==> config.mk <==
export PLATFORM = sky130hd
export DESIGN_NAME = tlb_refill_ctrl
export DESIGN_NICKNAME = d
export VERILOG_FILES = /design/src/rtl/cpu_types_pkg.sv /design/src/rtl/tlb_refill_timeout.sv /design/src/rtl/tlb_refill_ctrl.sv
export SDC_FILE = /design/constraint.sdc
export NUM_CORES = 1
export LEC_CHECK = 0
export CORE_ASPECT_RATIO = 1.1
export CORE_MARGIN = 2
export CORE_UTILIZATION = 35
export DETAILED_ROUTE_END_ITERATION = 10
export DONT_BUFFER_PORTS = 1
export GPL_TIMING_DRIVEN = 0
export PLACE_DENSITY = 0.51
export SLEW_MARGIN = 20
export SYNTH_ARGS = -nofsm -noshare
export SYNTH_HDL_FRONTEND = slang
export SYNTH_SLANG_ARGS = --single-unit
==> constraint.sdc <==
create_clock -name clk -period 2.3 [get_ports clk]
set_input_delay 0.575 -clock clk [delete_from_list [all_inputs] [get_ports clk]]
set_output_delay 0.575 -clock clk [all_outputs]
set_load 0.005 [all_outputs]
==> src/rtl/cpu_types_pkg.sv <==
// Shared types for the hardware TLB refill walker: PTE and TLB entry layouts,
// walker states, fault causes and TLB register-port offsets.
package cpu_types_pkg;

  localparam logic [31:0] TLB_LO     = 32'h0000_0000;
  localparam logic [31:0] TLB_HI     = 32'h0000_0008;
  localparam logic [31:0] TLB_CTL    = 32'h0000_0020;
  localparam logic [31:0] CTL_COMMIT = 32'h8000_0000;

  // Valid bit sits in bit 0 of the 64-bit page-table entry
  typedef struct packed {
    logic [51:0] ppn;
    logic [10:0] attr;
    logic        v;
  } pte_t;

  // Low word is the raw PTE, high word carries {rsvd, asid, vpn}
  typedef struct packed {
    logic [15:0] rsvd;
    logic [15:0] asid;
    logic [31:0] vpn;
    pte_t        pte;
  } tlb_entry_t;

  typedef enum logic [2:0] {
    ST_IDLE,
    ST_PT_RD,
    ST_CHK,
    ST_WR_LO,
    ST_WR_HI,
    ST_WR_CTL,
    ST_DONE,
    ST_FAULT
  } refill_state_t;

  typedef enum logic [1:0] {
    CAUSE_NONE    = 2'd0,
    CAUSE_PTE_INV = 2'd1,
    CAUSE_BUS_ERR = 2'd2,
    CAUSE_TIMEOUT = 2'd3
  } fault_cause_t;

endpackage

==> src/rtl/tlb_refill_timeout.sv <==
// Bus ack watchdog: reloads while no strobe is out, counts down while one is,
// and flags expiry on the last allowed strobe cycle that saw no ack.
module tlb_refill_timeout #(
  parameter int unsigned TO_CYCLES = 255
) (
  input  logic clk,
  input  logic rst_n,
  input  logic load,
  input  logic run,
  output logic expire_c
);

  localparam int unsigned CNT_W = $clog2(TO_CYCLES + 1);

  logic [CNT_W-1:0] cnt_q;

  always_ff @(posedge clk or negedge rst_n) begin
    if (!rst_n) begin
      cnt_q <= CNT_W'(TO_CYCLES);
    end else if (load) begin
      cnt_q <= CNT_W'(TO_CYCLES);
    end else if (run && (cnt_q != '0)) begin
      cnt_q <= cnt_q - 1'b1;
    end
  end

  assign expire_c = run && (cnt_q == '0);

endmodule

==> src/rtl/tlb_refill_ctrl.sv <==
// TLB miss walker: reads one PTE from a flat page table and, when valid,
// programs lo/hi/commit registers of the TLB with a round-robin way.
module tlb_refill_ctrl
  import cpu_types_pkg::*;
#(
  parameter int unsigned LOG_PAGESIZE = 13,
  parameter int unsigned WAYS         = 4,
  parameter int unsigned TO_CYCLES    = 255
) (
  input  logic        clk,
  input  logic        rst_n,
  input  logic        en_i,
  input  logic [31:0] ptbr_i,
  input  logic        miss_i,
  input  logic [31:0] miss_adr_i,
  input  logic [15:0] miss_asid_i,
  input  logic [7:0]  miss_id_i,
  output logic        missack_o,
  output logic        pt_cyc_o,
  output logic        pt_stb_o,
  output logic [31:0] pt_adr_o,
  input  logic [63:0] pt_dat_i,
  input  logic        pt_ack_i,
  input  logic        pt_err_i,
  output logic        tlb_cs_o,
  output logic        tlb_cyc_o,
  output logic        tlb_stb_o,
  output logic        tlb_we_o,
  output logic [7:0]  tlb_sel_o,
  output logic [31:0] tlb_adr_o,
  output logic [63:0] tlb_dat_o,
  input  logic        tlb_ack_i,
  output logic        upd_busy_o,
  output logic        fault_o,
  output logic [1:0]  fault_cause_o,
  output logic [31:0] fault_adr_o,
  output logic [7:0]  fault_id_o,
  input  logic        fault_ack_i
);

  localparam int unsigned WAY_W = (WAYS > 1) ? $clog2(WAYS) : 1;

  refill_state_t    state_q;
  logic [31:0]      adr_q;
  logic [15:0]      asid_q;
  logic [7:0]       id_q;
  pte_t             pte_q;
  logic [WAY_W-1:0] way_q;
  logic             pt_req_q;
  logic             tlb_req_q;
  logic             to_expire_c;
  tlb_entry_t       entry_c;
  logic [63:0]      ctl_word_c;

  assign pt_cyc_o  = pt_req_q;
  assign pt_stb_o  = pt_req_q;
  assign tlb_cs_o  = tlb_req_q;
  assign tlb_cyc_o = tlb_req_q;
  assign tlb_stb_o = tlb_req_q;
  assign tlb_we_o  = tlb_req_q;
  assign tlb_sel_o = {8{tlb_req_q}};

  // Every strobe is preceded by at least one quiet clock, so the watchdog reloads per strobe
  tlb_refill_timeout #(.TO_CYCLES(TO_CYCLES)) u_timeout (
    .clk      (clk),
    .rst_n    (rst_n),
    .load     (!(pt_req_q || tlb_req_q)),
    .run      (pt_req_q || tlb_req_q),
    .expire_c (to_expire_c)
  );

  always_comb begin
    entry_c      = '0;
    entry_c.vpn  = 32'(adr_q >> (LOG_PAGESIZE + 9));
    entry_c.asid = asid_q;
    entry_c.pte  = pte_q;
  end

  assign ctl_word_c = 64'(CTL_COMMIT | (32'(way_q) << 16) |
                          ((adr_q >> LOG_PAGESIZE) & 32'h0000_FFFF));

  always_ff @(posedge clk or negedge rst_n) begin
    if (!rst_n) begin
      state_q       <= ST_IDLE;
      adr_q         <= '0;
      asid_q        <= '0;
      id_q          <= '0;
      pte_q         <= '0;
      way_q         <= '0;
      missack_o     <= 1'b0;
      pt_req_q      <= 1'b0;
      pt_adr_o      <= '0;
      tlb_req_q     <= 1'b0;
      tlb_adr_o     <= '0;
      tlb_dat_o     <= '0;
      upd_busy_o    <= 1'b0;
      fault_o       <= 1'b0;
      fault_cause_o <= CAUSE_NONE;
      fault_adr_o   <= '0;
      fault_id_o    <= '0;
    end else begin
      missack_o <= 1'b0;
      case (state_q)
        ST_IDLE: begin
          if (miss_i && en_i && !fault_o) begin
            adr_q     <= miss_adr_i;
            asid_q    <= miss_asid_i;
            id_q      <= miss_id_i;
            missack_o <= 1'b1;
            pt_req_q  <= 1'b1;
            pt_adr_o  <= ptbr_i + ((miss_adr_i >> LOG_PAGESIZE) << 3);
            state_q   <= ST_PT_RD;
          end
        end
        ST_PT_RD: begin
          if (pt_ack_i) begin
            pte_q    <= pte_t'(pt_dat_i);
            pt_req_q <= 1'b0;
            state_q  <= ST_CHK;
          end else if (pt_err_i || to_expire_c) begin
            pt_req_q      <= 1'b0;
            fault_o       <= 1'b1;
            fault_cause_o <= pt_err_i ? CAUSE_BUS_ERR : CAUSE_TIMEOUT;
            fault_adr_o   <= adr_q;
            fault_id_o    <= id_q;
            state_q       <= ST_FAULT;
          end
        end
        ST_CHK: begin
          if (!pte_q.v) begin
            fault_o       <= 1'b1;
            fault_cause_o <= CAUSE_PTE_INV;
            fault_adr_o   <= adr_q;
            fault_id_o    <= id_q;
            state_q       <= ST_FAULT;
          end else begin
            tlb_req_q  <= 1'b1;
            tlb_adr_o  <= TLB_LO;
            tlb_dat_o  <= entry_c[63:0];
            upd_busy_o <= 1'b1;
            state_q    <= ST_WR_LO;
          end
        end
        // Strobe low inside a write state is the quiet clock after the ack
        ST_WR_LO, ST_WR_HI, ST_WR_CTL: begin
          if (tlb_req_q) begin
            if (tlb_ack_i) begin
              tlb_req_q <= 1'b0;
            end else if (to_expire_c) begin
              tlb_req_q     <= 1'b0;
              upd_busy_o    <= 1'b0;
              fault_o       <= 1'b1;
              fault_cause_o <= CAUSE_TIMEOUT;
              fault_adr_o   <= adr_q;
              fault_id_o    <= id_q;
              state_q       <= ST_FAULT;
            end
          end else if (state_q == ST_WR_LO) begin
            tlb_req_q <= 1'b1;
            tlb_adr_o <= TLB_HI;
            tlb_dat_o <= entry_c[127:64];
            state_q   <= ST_WR_HI;
          end else if (state_q == ST_WR_HI) begin
            tlb_req_q <= 1'b1;
            tlb_adr_o <= TLB_CTL;
            tlb_dat_o <= ctl_word_c;
            state_q   <= ST_WR_CTL;
          end else begin
            upd_busy_o <= 1'b0;
            state_q    <= ST_DONE;
          end
        end
        ST_DONE: begin
          way_q   <= (way_q == WAY_W'(WAYS - 1)) ? '0 : way_q + 1'b1;
          state_q <= ST_IDLE;
        end
        ST_FAULT: begin
          if (fault_ack_i) begin
            fault_o       <= 1'b0;
            fault_cause_o <= CAUSE_NONE;
            state_q       <= ST_IDLE;
          end
        end
        default: state_q <= ST_IDLE;
      endcase
    end
  end

endmodule
# Yosys cells after proc, flatten, opt, wreduce, memory -nomap -nowiden
# Cells that the tools add are included.
[classes]
eq_ne = 25
add_sub_neg = 3
muxes = 74
n_reduce_logical = 24
n_bitwise = 1
[op_table]
columns = ["op", "n"]
rows = [
  ["$mux 32", 10],
  ["$mux 64", 4],
  ["$pmux 64 s2", 1],
  ["$pmux 32 s3", 1],
  ["$mux 8", 8],
  ["$pmux 32 s2", 1],
  ["$add 32x22->32", 1],
  ["$or 32x16->32", 1],
  ["$mux 1", 24],
  ["$mux 3", 8],
  ["$pmux 8 s3", 1],
  ["$ne 2x2->1 const B", 11],
  ["$mux 2", 10],
  ["$ne 3x3->1 const B", 6],
  ["$pmux 3 s6", 1],
  ["$eq 3x3->1 const B", 4],
  ["$logic_not 8->1", 1],
  ["$pmux 2 s4", 1],
  ["$reduce_and 8->1", 1],
  ["$reduce_bool 8->1", 1],
  ["$sub 8x1->8 const B", 1],
  ["$reduce_and 7->1", 1],
  ["$eq 3x2->1 const B", 2],
  ["$pmux 1 s2", 3],
  ["other kinds (17)", 24],
]
[word_totals]
output_inout_bits = 187
wordCells = 147
reg_bits = 308
inputBits = 160

# Depth between registers and ports, before layout
# Gate-level depths: netlist of run 1.
[depth]
ltp_word = 6
ltp_mapped = 10
ltp_nobuf = 10

# By module
# From an unflattened synthesis of run 1, not the netlist that was laid out.
[hier_totals]
cells_unflattened = 1153
hier_area_um2 = 12444.4
[by_module_without_submodules]
columns = ["mod", "area_each_um2", "seq_area_each_um2", "cells_per_inst", "n_inst"]
rows = [
  ["tlb_refill_ctrl", 11974.0, 6756.5, 1105, 1],
  ["tlb_refill_timeout", 470.5, 210.2, 48, 1],
]

# Worst setup path before layout of run 1
# No wires, ideal clock.
[synth_timing]
path_type = "input-to-reg"
start = "in ptbr_i[3]"
end = "reg pt_adr_o[31]"
path_slack_ns = -0.349
setup_ns = 0.082
cell_stages = 10
n_path_buf = 0
t_arrival_ns = 2.567
required_time_ns = 2.218
cell_sequence = "ha_1 > inv_1 > fa_1 > nor2b_1 > o2111ai_1 > a21oi_1 > o2111ai_1 > a21o_1 > or3_1 > a31oi_1"
[synth_via]
elab_chain_cells = 1
[synth_lines]
columns = ["element", "line_no", "source"]
rows = [
  ["start, declared", "tlb_refill_ctrl.sv:13", "input logic [31:0] ptbr_i,"],
  ["$add 32x22->32", "tlb_refill_ctrl.sv:111", "pt_adr_o <= ptbr_i + ((miss_adr_i >> LOG_PAGESIZE) << 3);"],
  ["end signal, assigned", "tlb_refill_ctrl.sv:111", ""],
  ["end, declared", "tlb_refill_ctrl.sv:21", "output logic [31:0] pt_adr_o,"],
]
# Every way passes these cells.
# A chain may end at the register's enable or synchronous reset.

# Worst setup path in the final report of run 1
# Ends and elaborated chain as after synthesis.

==> flow_summary_export.csv, run 1 <==
group,metric,value,unit
timing,report.final.hold_viol_count,225,
synth,synth_area,12560,sq um
synth,ys_top_cells_by_area,"dfrtp_1 54%, nand2_1 7.8%, mux2_2 6.2%, mux2_4 4.7%, buf_4 2.5%",
timing,holdWs,-0.2490,ns
die,fp-row-count,72,
synth,yosys.area.top_type,"dfrtp_1",
route,route.met2.wl,16.93,mm
timing,skew,0.01614,ns
synth,ys_ff_latch,278,
timing,setup_viol,0,
global_route,track_usage,19.05,%
synth,synth_top_area_share,53.81,%
synth,synth-async-reset-ratio,100.0,%
timing,worst_pin_slew,1.111,ns
worst_setup_path,required,2.73,ns
power,swShare,33.55,%
die,dieArea,37410,sq um
synth,seq_area_frac_synth,55.48,%
global_route,grt_pass1_wl,54.24,mm
final_layout,fin_nets,1400,
power,p_clk_share,25.8,%
power,p_per_area,1427,nW/um^2
power,combPwrFrac,31.1,%
route,ant_nets,0,
final_layout,drive_above_1_share,23.18,%
global_route,grt_pass1_vias,8809,
flow_run,maxCapViolations,0,
power,p_leak,0.007022,uW
die,dieWidth,184.6,um
placement,gp_congestion,0.8470,
die,start_util,35.65,%
timing,fin_crit_sh,95.79,%
cts,cts_buffers,34,
synth,syn_avg_cell_area,11.00,sq um
power,power,20980,uW
route,top_layer,"met5",
cts,clock_path_buffers,3,
worst_setup_path,cp_slowest_cell,"fa_2",
timing,rsz0062_at_grt,"yes",
final_layout,insertedDiodeCount,0,
route,first_pass_iters,5,
final_layout,synthToLayoutAreaGrowth,17.09,%
min_path,hold_class,"in -> async",
cts,clock_latency,0.52,ns
route,drc_errors,0,
power,power_frac_seq,43.1,%
cts,cts-htree-levels,2,
cts,path_clk_slew,0.06,ns
synth,synth_enable_flop_cells,0,
outcome,outcome,"finished, violations left",
power,p_int,13940,uW
placement,io_buffers,0,
timing,slew_headroom,25.92,%
route,vias,8626,
power,switching_power,7038,uW
worst_setup_path,cp-start-kind,"primary input",
worst_setup_path,critPathKind,"in -> reg",
synth,synth_warnings,0,
die,die_height,202.7,um
worst_setup_path,worstPathCellList,"ha_4, inv_2, fa_2, nor2b_4, o2111ai_4, a21oi_2, o2111ai_2, a21o_1, or3_1, a31oi_1",
global_route,antenna_found_initial,1,
cts,cts_tree,"built",
die,core,35220,sq um
route,drt_iter0_markers,442,
cts,clock-sinks,278,
synth,synth_cells,1142,
route,wl_met1,14.74,mm
outcome,violations,"hold timing",
timing,fin_crit,2.203,ns
route,totalWireLength,36.09,mm
route,wl_met3,3.747,mm
worst_setup_path,path_max_fanout,5,
die,num_io_pins,347,
cts,cts_root_buf,"clkbuf_16",
route,routed_via_density,5.018,
worst_setup_path,max_stage_delay,0.39,ns
worst_setup_path,end_kind,"register",
synth,ys.flop_type,"dfrtp_1",
synth,ys_types,60,
timing,fmax,453.9,MHz
timing,maxSlewViolCount,0,
worst_setup_path,cp.arrival,2.64,ns
placement,post-dp-hpwl,26.22,mm
timing,setup_tns,0,ns
global_route,gr-total-overflow,0,
power,vdd_drop_max,660.8,uV
route,wl_per_cell,20.99,um
global_route,grt_max_degree,279,
==> state kept, by name, indices dropped and copies added (netlist names), 2 cells and up <==
| name | count |
|---|---|
| pt_adr_o | 32 |
| entry_c | 64 |
| adr_q | 32 |
| asid_q | 16 |
| fault_cause_o | 2 |
| fault_id_o | 8 |
| tlb_dat_o | 64 |
| fault_adr_o | 32 |
| way_q | 2 |
| u_timeout.cnt_q | 8 |
| id_q | 8 |
| tlb_adr_o | 2 |
| state_q | 3 |
==> cells by family after synthesis <==
| family | share of synthesized area, % |
|---|---|
| other | 0.02986 |
| muxes | 10.93 |
| DFF | 55.48 |
| adders and majority gates | 2.352 |
| xor gates and xnor gates | 1.674 |
| and+or+nand+nor | 12.85 |
| AOI/OAI and AO/OA | 11.66 |
| buffers and inverters | 5.022 |
==> final timing paths <==
check	end	cells after the start	startpoint	slack (ns)
setup / recovery	pt_adr_o[31]$_DFFE_PN0P_	10	ptbr_i[3]	0.1
hold / removal	tlb_dat_o[25]$_DFFE_PN0P_	0	rst_n	-0.25
setup reg to reg	fault_adr_o[7]$_DFFE_PN0P_	9	u_timeout.cnt_q[0]$_DFFE_PN1P_	0.12
hold reg to reg	asid_q[3]$_DFFE_PN0P_	2	asid_q[3]$_DFFE_PN0P_	0.47
max in group asynchronous	tlb_cs_o$_DFFE_PN0P_	0	rst_n	1.56
min in group clk	adr_q[6]$_DFFE_PN0P_	2	miss_adr_i[6]	0.16
==> layout make-up <==
| type | instances | area, sq um |
|---|---|---|
| Buffer | 100 | 630.6 |
| Tap cell | 481 | 601.8 |
| Multi-Input combinational cell | 778 | 5225 |
| Clock inverter | 9 | 128.9 |
| Fill cell | 3394 | 20520 |
| Clock buffer | 48 | 994.7 |
| Inverter | 14 | 53.80 |
| Timing Repair Buffer | 11 | 100.1 |
| Sequential cell | 278 | 6968 |
==> synth_stat cells (all sizes together), types with 14 or more instances <==
| library cell | instances |
|---|---|
| nand2 | 261 |
| and3 | 20 |
| ha | 22 |
| a22o | 29 |
| a31oi | 23 |
| nor2 | 53 |
| nand3 | 17 |
| a21oi | 33 |
| dfrtp | 270 |
| a221o | 16 |
| clkbuf | 43 |
| buf | 58 |
| xnor2 | 15 |
| o21ai | 47 |
| mux2 | 108 |
| a21o | 14 |
==> critical path: cells and delay by family <==
kind / cells / cell delay (ns)
buffers and inverters: 1 / 0.04
AND/OR/NAND/NOR: 2 / 0.50
adder cells (fa/ha/maj): 2 / 0.52
AO/OA/AOI/OAI: 5 / 1.00
==> per-stage QoR <==
stage	area, sq um	util [%]	std cells	setup WS (ns)
after floorplan	12750	-	1171	-0.1906
final	14700	41.74	1719	0.09674
after detailed placement	13350	37.90	1652	-0.6208
after global placement	13350	37.90	1652	-0.5635
after global routing	14700	41.74	1719	-0.03092
after CTS	14560	41.33	1711	0.00008527
==> layout by cell type, fill, tap and decap left out, types with 22 or more instances in the layout <==
| cell type | n |
|---|---|
| conb_1 | 30 |
| nor2_1 | 49 |
| a31oi_1 | 22 |
| a21oi_1 | 28 |
| a22o_1 | 29 |
| dfrtp_1 | 269 |
| clkbuf_16 | 36 |
| clkbuf_1 | 31 |
| buf_4 | 54 |
| nand2_1 | 260 |
| mux2_2 | 69 |
| o21ai_0 | 45 |
| mux2_4 | 39 |
==> power groups by stage <==
| stage | logic [uW] | clock network [uW] | registers (uW) |
|---|---|---|---|
| after floorplan | 5080 | 0 | 8380 |
| after global placement | 6140 | 0 | 9110 |
| after detailed placement | 6280 | 0 | 9140 |
| after CTS | 6410 | 5560 | 9090 |
| after global routing | 7270 | 5790 | 9390 |
| final | 6530 | 5410 | 9040 |
==> layer usage <==
layer,global-route usage [%],up-vias
met5,0,-
met4,4.857,2
met3,7.803,47
met2,31.18,298
met1,23.25,4250
li1,-,4029
==> repair_timing <==
item                                    in CTS  in global routing
endpoints found under the hold margin      278                271
buffers inserted                             3                  7
endpoints found under the setup margin     243                181
cloned                                       0                  1
pin swaps                                    1                  1
resized for setup                           28                 32
No activity file was read; power rests on OpenSTA's default activity.
==> run 2, diff against run 1 <==
--- a/config.mk
+++ b/config.mk
@@ -5,6 +5,7 @@
 export SDC_FILE = /design/constraint.sdc
 export NUM_CORES = 1
 export LEC_CHECK = 0
+export ABC_AREA = 1
 export CORE_ASPECT_RATIO = 1.1
 export CORE_MARGIN = 2
 export CORE_UTILIZATION = 35
@@ -12,6 +13,7 @@
 export DONT_BUFFER_PORTS = 1
 export GPL_TIMING_DRIVEN = 0
 export PLACE_DENSITY = 0.51
+export REMOVE_ABC_BUFFERS = 1
 export SLEW_MARGIN = 20
 export SYNTH_ARGS = -nofsm -noshare
 export SYNTH_HDL_FRONTEND = slang
==> flow_summary_export.csv, run 2 <==
group,metric,value,unit
route,totalWireLength,40.15,mm
die,fp-row-count,74,
global_route,antenna_found_initial,5,
final_layout,final.fill_count,3817,
worst_setup_path,required,2.74,ns
synth,synth_area,13230,sq um
timing,fin_crit_sh,96.03,%
timing,rsz0062_at_grt,"no",
synth,synth_top_family_by_area,"simple AND/OR/NAND/NOR gates",
route,first_pass_iters,5,
final_layout,final_common_cell,"nand2_1",
final_layout,fin_cells,2153,
synth,yosys.area.top_type,"dfrtp_1",
cts,cts_tree,"built",
die,start_util,35.55,%
cts,path_clk_slew,0.06,ns
synth,syn_avg_cell_area,8.117,sq um
global_route,track_usage,20.37,%
synth,ys_types,38,
cts,cts-htree-levels,2,
power,p_per_area,1436,nW/um^2
timing,setup_viol,0,
timing,report.final.hold_viol_count,270,
synth,synth-async-reset-ratio,100.0,%
final_layout,final_cell_mix,"601 x nand2_1, 267 x dfrtp_1, 178 x inv_1, 136 x o21ai_0, 69 x nand3_1",
global_route,gr-total-overflow,0,
power,p_leak,0.007574,uW
die,dieArea,39370,sq um
synth,yosys-top-cells-count,"601 x nand2_1, 270 x dfrtp_1, 179 x inv_1",
synth,synth_simple_gate_area_share,23.10,%
worst_setup_path,critPathKind,"reg -> reg",
route,ant_nets,0,
global_route,grt_pass1_wl,61.97,mm
placement,io_buffers,0,
power,vdd_drop_max,820.3,uV
timing,holdWs,-0.2338,ns
placement,gp_congestion,0.8713,
outcome,violations,"hold timing",
synth,ys.flop_type,"dfrtp_1",
synth,post_synth_mux_area_share,0.9363,%
worst_setup_path,r2r_slack,0.09,ns
die,die_height,207.9,um
placement,post-dp-hpwl,27.45,mm
timing,skew,0.02622,ns
die,dieWidth,189.4,um
route,routed_via_density,4.810,
route,drc_errors,0,
cts,clock_path_buffers,3,
synth,synthAdderAreaFrac,2.232,%
cts,cts_buffers,34,
final_layout,final_util,40.81,%
timing,slew_headroom,36.99,%
outcome,outcome,"finished, violations left",
timing,worst_pin_slew,0.9451,ns
worst_setup_path,cp.arrival,2.65,ns
synth,synth_compound_area_share,10.02,%
timing,fin_crit,2.209,ns
cts,cts_root_buf,"clkbuf_16",
timing,fmax,452.7,MHz
cts,clock_latency,0.53,ns
placement,place_inst,2063,
synth,ys_ff_latch,278,
route,vias,10360,
route,wl_per_cell,18.65,um
final_layout,fin_nets,1815,
timing,maxSlewViolCount,0,
global_route,grt_pass1_vias,10530,
synth,seq_area_frac_synth,52.66,%
synth,synth_enable_flop_cells,0,
worst_setup_path,cp-start-kind,"register",
synth,ys_top_cells_by_area,"dfrtp_1 51%, nand2_1 17%, o21ai_0 5.1%, inv_1 5.1%, buf_4 2.6%",
route,drt_iter0_markers,509,
flow_run,maxCapViolations,0,
synth,synth_top_area_share,51.07,%
worst_setup_path,path_max_fanout,21,
die,core,37220,sq um
global_route,grt_max_degree,279,
synth,synthXorXnorAreaFrac,0.7944,%
die,num_io_pins,347,
synth,synth_warnings,0,
synth,synth_cells,1630,
final_layout,drive_above_1_share,9.053,%
synth,yosysMostFrequentCell,"nand2_1",
final_layout,synthToLayoutAreaGrowth,14.81,%
worst_setup_path,end_kind,"register",
cts,clock-sinks,278,
min_path,hold_class,"in -> async",
[run 2: what timing repair did]
item                                    in CTS  in global routing
hold endpoints to repair                   278                270
endpoints found under the setup margin     110                109
pin swaps                                    8                  5
resized for setup                           10                  8
setup buffers                               15                  9
cloned                                       2                  1
[run 2: cell families (layout without fill, tap and decap cells)]
group,Yosys count,count (layout)
simple gates,764,765
buf+inv,296,292
flops,278,278
compound gates,245,246
fa+ha+maj,23,23
xor+xnor,12,12
mux,11,11
other cells,1,32
[run 2: layout make-up]
cell class	instances	area, sq um	area share, %
clock buffer	47	969.7	6.384
timing repair buffer	40	621.8	4.094
tap	494	618.1	4.069
multi-input combinational	1087	5095	33.54
clock inverter	14	175.2	1.153
inverter	191	732.0	4.819
sequential	278	6973	45.91
antenna	2	5.005	0.03295
[run 2: critical path, cell delays in order, from the launching register on]
cell,delay [ns]
dfrtp_2,0.46
nand2_4,0.14
nor2_4,0.08
nor2_4,0.13
buf_12,0.12
inv_4,0.09
a21oi_4,0.20
o21ai_4,0.10
buf_16,0.17
nor2_4,0.23
clkbuf_16,0.24
nand2_1,0.06
nand2_1,0.06
[run 2: final timing paths]
check | to | start | depth (start not counted)
worst max-delay path | fault_id_o[0]$_DFFE_PN0P_ | state_q[1]$_DFFE_PN0P_ | 12
worst min-delay path | pt_adr_o[0]$_DFFE_PN0P_ | rst_n | 0
worst max register to register | fault_id_o[0]$_DFFE_PN0P_ | state_q[1]$_DFFE_PN0P_ | 12
worst min register to register | asid_q[15]$_DFFE_PN0P_ | asid_q[15]$_DFFE_PN0P_ | 2
max in group asynchronous | id_q[0]$_DFFE_PN0P_ | rst_n | 0
min in group clk | asid_q[7]$_DFFE_PN0P_ | miss_asid_i[7] | 2
[run 2: report_power, final]
| part | internal [uW] | switching [uW] |
|---|---|---|
| combinational | 2950 | 4700 |
| clock | 3310 | 2180 |
| sequential | 7120 | 1550 |
| total | 13400 | 8430 |
[run 2: through the flow]
stage | TNS, ns | total power (uW) | setup WS (ns) | hold WS [ns] | area [sq um]
floorplan | -351.28 | 12580 | -3.689 | 0.2794 | 12700
CTS | 0 | 21870 | 0.01442 | -0.2704 | 15060
global placement | -1157.85 | 14790 | -10.39 | 0.2911 | 13320
global route | 0 | 23510 | 0.003049 | -0.2665 | 15190
detailed placement | -59.26 | 15690 | -1.092 | 0.2907 | 13720
finish | 0 | 21810 | 0.09125 | -0.2338 | 15190
[run 2: metal layers]
metal  global-route usage [%]  vias up  wire length (um)
li1                         -     5063                 -
met1                    23.88     4940             15880
met2                    35.14      279             19920
met3                    6.613       69              3094
met4                    6.656        6              1225
met5                        0        -                34
